==> config.mk <==
export PLATFORM = sky130hd
export DESIGN_NAME = legv8_control_unit
export DESIGN_NICKNAME = d
export VERILOG_FILES = /design/src/rtl/legv8_control_unit.sv
export SDC_FILE = /design/constraint.sdc
export NUM_CORES = 1
export LEC_CHECK = 0
export ABC_CLOCK_PERIOD_IN_PS = 4500
export BUFFER_PORTS_ARGS = -buffer_cell sky130_fd_sc_hd__buf_4
export CORE_MARGIN = 3
export CORE_UTILIZATION = 44
export DETAILED_ROUTE_END_ITERATION = 8
export PLACE_DENSITY = 0.74
export SYNTH_ARGS = -nofsm -noshare
export SYNTH_HDL_FRONTEND = slang
export SYNTH_SLANG_ARGS = --single-unit
==> constraint.sdc <==
create_clock -name clock -period 4.5 [get_ports clock]
set_input_delay 0 -clock clock [delete_from_list [all_inputs] [get_ports clock]]
set_output_delay 0 -clock clock [all_outputs]
set_load 0.005 [all_outputs]
==> src/rtl/legv8_control_unit.sv <==
// Multi-cycle LEGv8 control unit: FETCH/EXEC/WB/HALT sequencer with a
// combinational control word decoded from the latched instruction register.
module legv8_control_unit #(
    parameter int DATA_W   = 64,
    parameter int LINK_REG = 30,
    parameter int ZERO_REG = 31
) (
    input  logic              clock,
    input  logic              reset,
    input  logic [31:0]       iToCU,
    input  logic [3:0]        status,
    output logic [DATA_W-1:0] k,
    output logic [4:0]        DA,
    output logic [4:0]        SA,
    output logic [4:0]        SB,
    output logic [4:0]        FS,
    output logic [1:0]        PS,
    output logic [1:0]        dataMux,
    output logic              regW,
    output logic              ramW,
    output logic              R,
    output logic              PCsel,
    output logic              Bsel,
    output logic              halted
);

    typedef enum logic [1:0] {S_FETCH, S_EXEC, S_WB, S_HALT} state_t;

    typedef enum logic [4:0] {
        OP_ADD, OP_SUB, OP_AND, OP_ORR, OP_EOR, OP_LSL, OP_LSR,
        OP_ADDI, OP_SUBI, OP_STUR, OP_LDUR, OP_CBZ, OP_CBNZ,
        OP_B, OP_BL, OP_BR, OP_BAD
    } op_t;

    state_t            r_state, w_next;
    logic [31:0]       r_ir;
    op_t               w_op;

    logic [4:0]        w_rd, w_rn, w_rm;
    logic [DATA_W-1:0] w_shamt, w_imm12, w_d9, w_cb19, w_br26;
    logic              w_unused_status;

    assign w_rd    = r_ir[4:0];
    assign w_rn    = r_ir[9:5];
    assign w_rm    = r_ir[20:16];
    assign w_shamt = DATA_W'(r_ir[15:10]);
    assign w_imm12 = DATA_W'(r_ir[21:10]);
    assign w_d9    = {{(DATA_W-9){r_ir[20]}}, r_ir[20:12]};
    assign w_cb19  = {{(DATA_W-19){r_ir[23]}}, r_ir[23:5]};
    assign w_br26  = {{(DATA_W-26){r_ir[25]}}, r_ir[25:0]};

    // Only the Z flag resolves branches; the other flags are not consumed here.
    assign w_unused_status = ^status[3:1];

    // State register and instruction latch; reset aborts any instruction in flight.
    always_ff @(posedge clock or posedge reset) begin
        if (reset) begin
            r_state <= S_FETCH;
            r_ir    <= '0;
        end else begin
            r_state <= w_next;
            if (r_state == S_FETCH)
                r_ir <= iToCU;
        end
    end

    // Opcode decode, widest pattern first so the first match wins.
    always_comb begin
        w_op = OP_BAD;
        case (r_ir[31:21])
            11'b10001011000: w_op = OP_ADD;
            11'b11001011000: w_op = OP_SUB;
            11'b10001010000: w_op = OP_AND;
            11'b10101010000: w_op = OP_ORR;
            11'b11001010000: w_op = OP_EOR;
            11'b11010011011: w_op = OP_LSL;
            11'b11010011010: w_op = OP_LSR;
            11'b11111000000: w_op = OP_STUR;
            11'b11111000010: w_op = OP_LDUR;
            11'b11010110000: w_op = OP_BR;
            default: begin
                case (r_ir[31:22])
                    10'b1001000100: w_op = OP_ADDI;
                    10'b1101000100: w_op = OP_SUBI;
                    default: begin
                        case (r_ir[31:24])
                            8'b10110100: w_op = OP_CBZ;
                            8'b10110101: w_op = OP_CBNZ;
                            default: begin
                                case (r_ir[31:26])
                                    6'b000101: w_op = OP_B;
                                    6'b100101: w_op = OP_BL;
                                    default:   w_op = OP_BAD;
                                endcase
                            end
                        endcase
                    end
                endcase
            end
        endcase
    end

    // Next state and control word; everything idles at zero unless a state drives it.
    always_comb begin
        k       = '0;
        DA      = '0;
        SA      = '0;
        SB      = '0;
        FS      = '0;
        PS      = 2'b00;
        dataMux = 2'b00;
        regW    = 1'b0;
        ramW    = 1'b0;
        R       = 1'b0;
        PCsel   = 1'b0;
        Bsel    = 1'b0;
        halted  = 1'b0;
        w_next  = r_state;
        case (r_state)
            S_FETCH: w_next = S_EXEC;
            S_EXEC: begin
                w_next = S_FETCH;
                case (w_op)
                    OP_ADD, OP_SUB, OP_AND, OP_ORR, OP_EOR, OP_LSL, OP_LSR: begin
                        DA   = w_rd;
                        SA   = w_rn;
                        SB   = w_rm;
                        regW = 1'b1;
                        PS   = 2'b01;
                        case (w_op)
                            OP_ADD: FS = 5'b01000;
                            OP_SUB: FS = 5'b01001;
                            OP_AND: FS = 5'b00000;
                            OP_ORR: FS = 5'b00100;
                            OP_EOR: FS = 5'b01100;
                            OP_LSL: begin FS = 5'b10000; k = w_shamt; Bsel = 1'b1; end
                            OP_LSR: begin FS = 5'b10100; k = w_shamt; Bsel = 1'b1; end
                            default: FS = 5'b00000;
                        endcase
                    end
                    OP_ADDI, OP_SUBI: begin
                        DA   = w_rd;
                        SA   = w_rn;
                        k    = w_imm12;
                        Bsel = 1'b1;
                        FS   = (w_op == OP_SUBI) ? 5'b01001 : 5'b01000;
                        regW = 1'b1;
                        PS   = 2'b01;
                    end
                    OP_STUR, OP_LDUR: begin
                        SA   = w_rn;
                        SB   = w_rd;
                        k    = w_d9;
                        Bsel = 1'b1;
                        FS   = 5'b01000;
                        if (w_op == OP_STUR) begin
                            ramW = 1'b1;
                            PS   = 2'b01;
                        end else begin
                            R      = 1'b1;
                            w_next = S_WB;
                        end
                    end
                    OP_CBZ, OP_CBNZ: begin
                        SA = 5'(ZERO_REG);
                        SB = w_rd;
                        FS = 5'b00100;
                        k  = w_cb19;
                        if (status[0] == (w_op == OP_CBZ)) begin
                            PS    = 2'b10;
                            PCsel = 1'b1;
                        end else begin
                            PS = 2'b01;
                        end
                    end
                    OP_B, OP_BL: begin
                        k     = w_br26;
                        PS    = 2'b10;
                        PCsel = 1'b1;
                        if (w_op == OP_BL) begin
                            DA      = 5'(LINK_REG);
                            dataMux = 2'b10;
                            regW    = 1'b1;
                        end
                    end
                    OP_BR: begin
                        SA = w_rn;
                        PS = 2'b10;
                    end
                    default: w_next = S_HALT;
                endcase
            end
            S_WB: begin
                // Load address path stays stable while the RAM data is written back.
                SA      = w_rn;
                SB      = w_rd;
                k       = w_d9;
                Bsel    = 1'b1;
                FS      = 5'b01000;
                DA      = w_rd;
                R       = 1'b1;
                dataMux = 2'b01;
                regW    = 1'b1;
                PS      = 2'b01;
                w_next  = S_FETCH;
            end
            S_HALT:  halted = 1'b1;
            default: w_next = S_FETCH;
        endcase
    end

endmodule

==> results.yml <==
final_layout:
  area_growth_syn_to_layout_pct: 36.5
  n_antenna_cell: 0
  fin_nets: 514
  stdcell_count: 566
  fin_util: 0.622
  nFillCells: 581
  drive_gt1_frac: 0.402
placed_design:
  portBuffers: 127
  place_inst: 526
  hpwl_um: 7120
  globalplace.congestion: 0.955
logic_synthesis:
  ys_top_cells_by_count: "buf_4, o21ai_0, dfrtp_1"
  async_reset_ff_frac: 1.00
  synth_top_cell_by_area: "dfrtp_1"
  yosysMostFrequentCell: "buf_4"
  synthCells: 357
  seq_area_frac_synth: 0.273
  syn_nets: 401
  yosysWarnings: 0
  synth_area_um2: 3120
  yosysTopAreaCellShare: 0.273
  synthTopCellsByArea: "dfrtp_1, mux2_2, buf_4"
  synth_ff_type: "dfrtp_1"
  postSynthAreaPerCell_um2: 8.73
  synth_enable_flop_cells: 0
  ys_types: 70
  synth_seq_cells: 34
die:
  ios: 132
  dieArea_um2: 8130
  start_util: 0.456
  fp.coreArea_um2: 6830
  die_x_um: 90.1
  die_y_um: 90.1
  num_rows: 30
worst_setup_path:
  crit_chain: "nor4_1 -> a22oi_1 -> a2bb2oi_1 -> a41o_1 -> o21ai_2 -> buf_4 -> buf_4"
  worstRegToRegCells: 7
  cp_max_fo: 39
  cpPeakStageDelay_ns: 0.81
  crit_slowest_cell: "nor4_1"
  cp-end-kind: "output port"
  crit_type: "reg2out"
  start_kind: "register"
  r2r_start: "r_ir[22]"
  r2r-end: "r_state[0]"
  cpMostUsedCell: "buf_4"
  r2r_slack_ns: 1.78
  worst_ep_required_time_ns: 4.50
  worst_ep_arrival_time_ns: 3.37
sta:
  max_slew.worst_pin.slew_ns: 0.916
  fin_setup_tns_ns: 0
  finalCriticalPeriod_ns: 3.37
  final-max-slew-violation-count: 0
  skew_ns: 0.00312
  hold_ws_ns: 0.371
  timing.fmax_mhz: 297
  rsz0062_at_grt: "false"
  hold_viol: 0
  relSlewSlack: 0.384
  finalSetupViolCount: 0
  post-route-period-util: 0.749
power:
  power_mw: 1.96
  peakVddDrop_mv: 0.308
  p_leak_nw: 1.94
  power_density_nw_per_um2: 461
route:
  wl_per_cell_um: 17.6
  num_vias: 3328
  via_per_inst: 5.88
  drt_iter0_drc: 332
  drc_errors: 0
  antenna_left: 0
  routed_wl_um: 9990
  drt-pass1-iter-count: 6
clock_tree:
  cts_root_buffer: "clkbuf_8"
  clkSinkCount: 34
  cts_resized: 0
  htreeDepth: 2
  cts_made_buffers: 5
  clkTransAtPathRegs_ns: 0.07
  clock_latency_ns: 0.28
  cts_tree: "built"
  cts_buffer_depth: 2
global_routing:
  grt-ovfl-total: 0
  grt_pass1_wl_um: 16100
  grt_antenna_before_repair: 0
  grt_pass1_vias: 3198
  grt_max_degree: 40
  grtUsageTotal: 0.240
run:
  max_cap_violations: 0
status:
  status: "completed"
hold_path:
  min_path_type: "in2async"
-- area by class of cell --
cell class	instances	area [µm²]	share of cell area
clock buffers	6	82.6	0.0194
clock inverters	1	30.0	0.00706
inverters	7	26.3	0.00618
multi-input cells	256	1810	0.426
flip-flops and latches	34	851	0.200
well taps	96	120	0.0283
repair buffers	166	1330	0.313
-- registers in the layout (all words and copies together), names as in the netlist --
name     flops
r_ir        32
r_state      2
-- critical path, delay by kind of cell (launching register included) --
kind / cells / cell delay, ns
compound gates: 4 / 1.19
buf+inv: 2 / 0.52
flops: 1 / 0.53
simple gates: 1 / 0.81
-- how the worst max path moves through the flow --
stage,from,end,slack (ns),cells after the start
after global placement,r_ir[22],k[46],1.55,7
after CTS,r_ir[22],k[29],1.21,7
after floorplan,r_ir[23],k[26],0.20,8
after detailed placement,r_ir[22],k[29],1.53,7
final,r_ir[22],k[28],1.13,7
after global routing,r_ir[30],k[28],0.81,9
-- cell families after synthesis --
| kind of cell | after synthesis | synth area share |
|---|---|---|
| buf+inv | 67 | 0.146 |
| mux | 30 | 0.110 |
| fa+ha+maj | 6 | 0.0241 |
| simple gates | 105 | 0.192 |
| flops | 34 | 0.273 |
| other cells | 1 | 0.00120 |
| compound gates | 113 | 0.251 |
| xor+xnor | 1 | 0.00281 |
-- report_power, final --
group	switching [mW]	total, mW	internal (mW)
registers	0.286	0.748	0.463
clock network	0.114	0.292	0.177
logic	0.437	0.921	0.484
-- layer usage --
layer | up-vias | wire (µm) | track usage | share of wire
met5 | - | 0 | 0 | 0
li1 | 1510 | - | - | -
met2 | 215 | 4820 | 0.407 | 0.48
met4 | 0 | 306 | 0.0931 | 0.031
met1 | 1573 | 3980 | 0.298 | 0.40
met3 | 30 | 884 | 0.0494 | 0.089
-- stage by stage --
stage	setup slack, ns	cell area, µm²
floorplan	0.203	3120
finish	1.13	4250
global placement	1.55	3810
detailed placement	1.53	3810
CTS	1.21	4250
global route	0.809	4250
-- cell usage in the layout (no fill, tap or decap), types with 8 or more instances in the layout --
cell type	Yosys	layout
buf_4	41	133
mux2_2	29	29
dlygate4sd3_1	0	33
nor3_1	8	8
dfrtp_1	34	34
a21o_1	9	9
a222oi_1	11	11
o21ai_0	36	35
nand2_1	31	31
nand3_1	10	10
nor2_1	11	11
a21oi_1	17	17
-- timing repair --
item | 4_1_cts | 5_1_grt
buffers inserted | 0 | 0
hold buffers | 33 | 0
endpoints found under the hold margin | 66 | 0
Note: power is estimated with default switching activity, not from simulation.
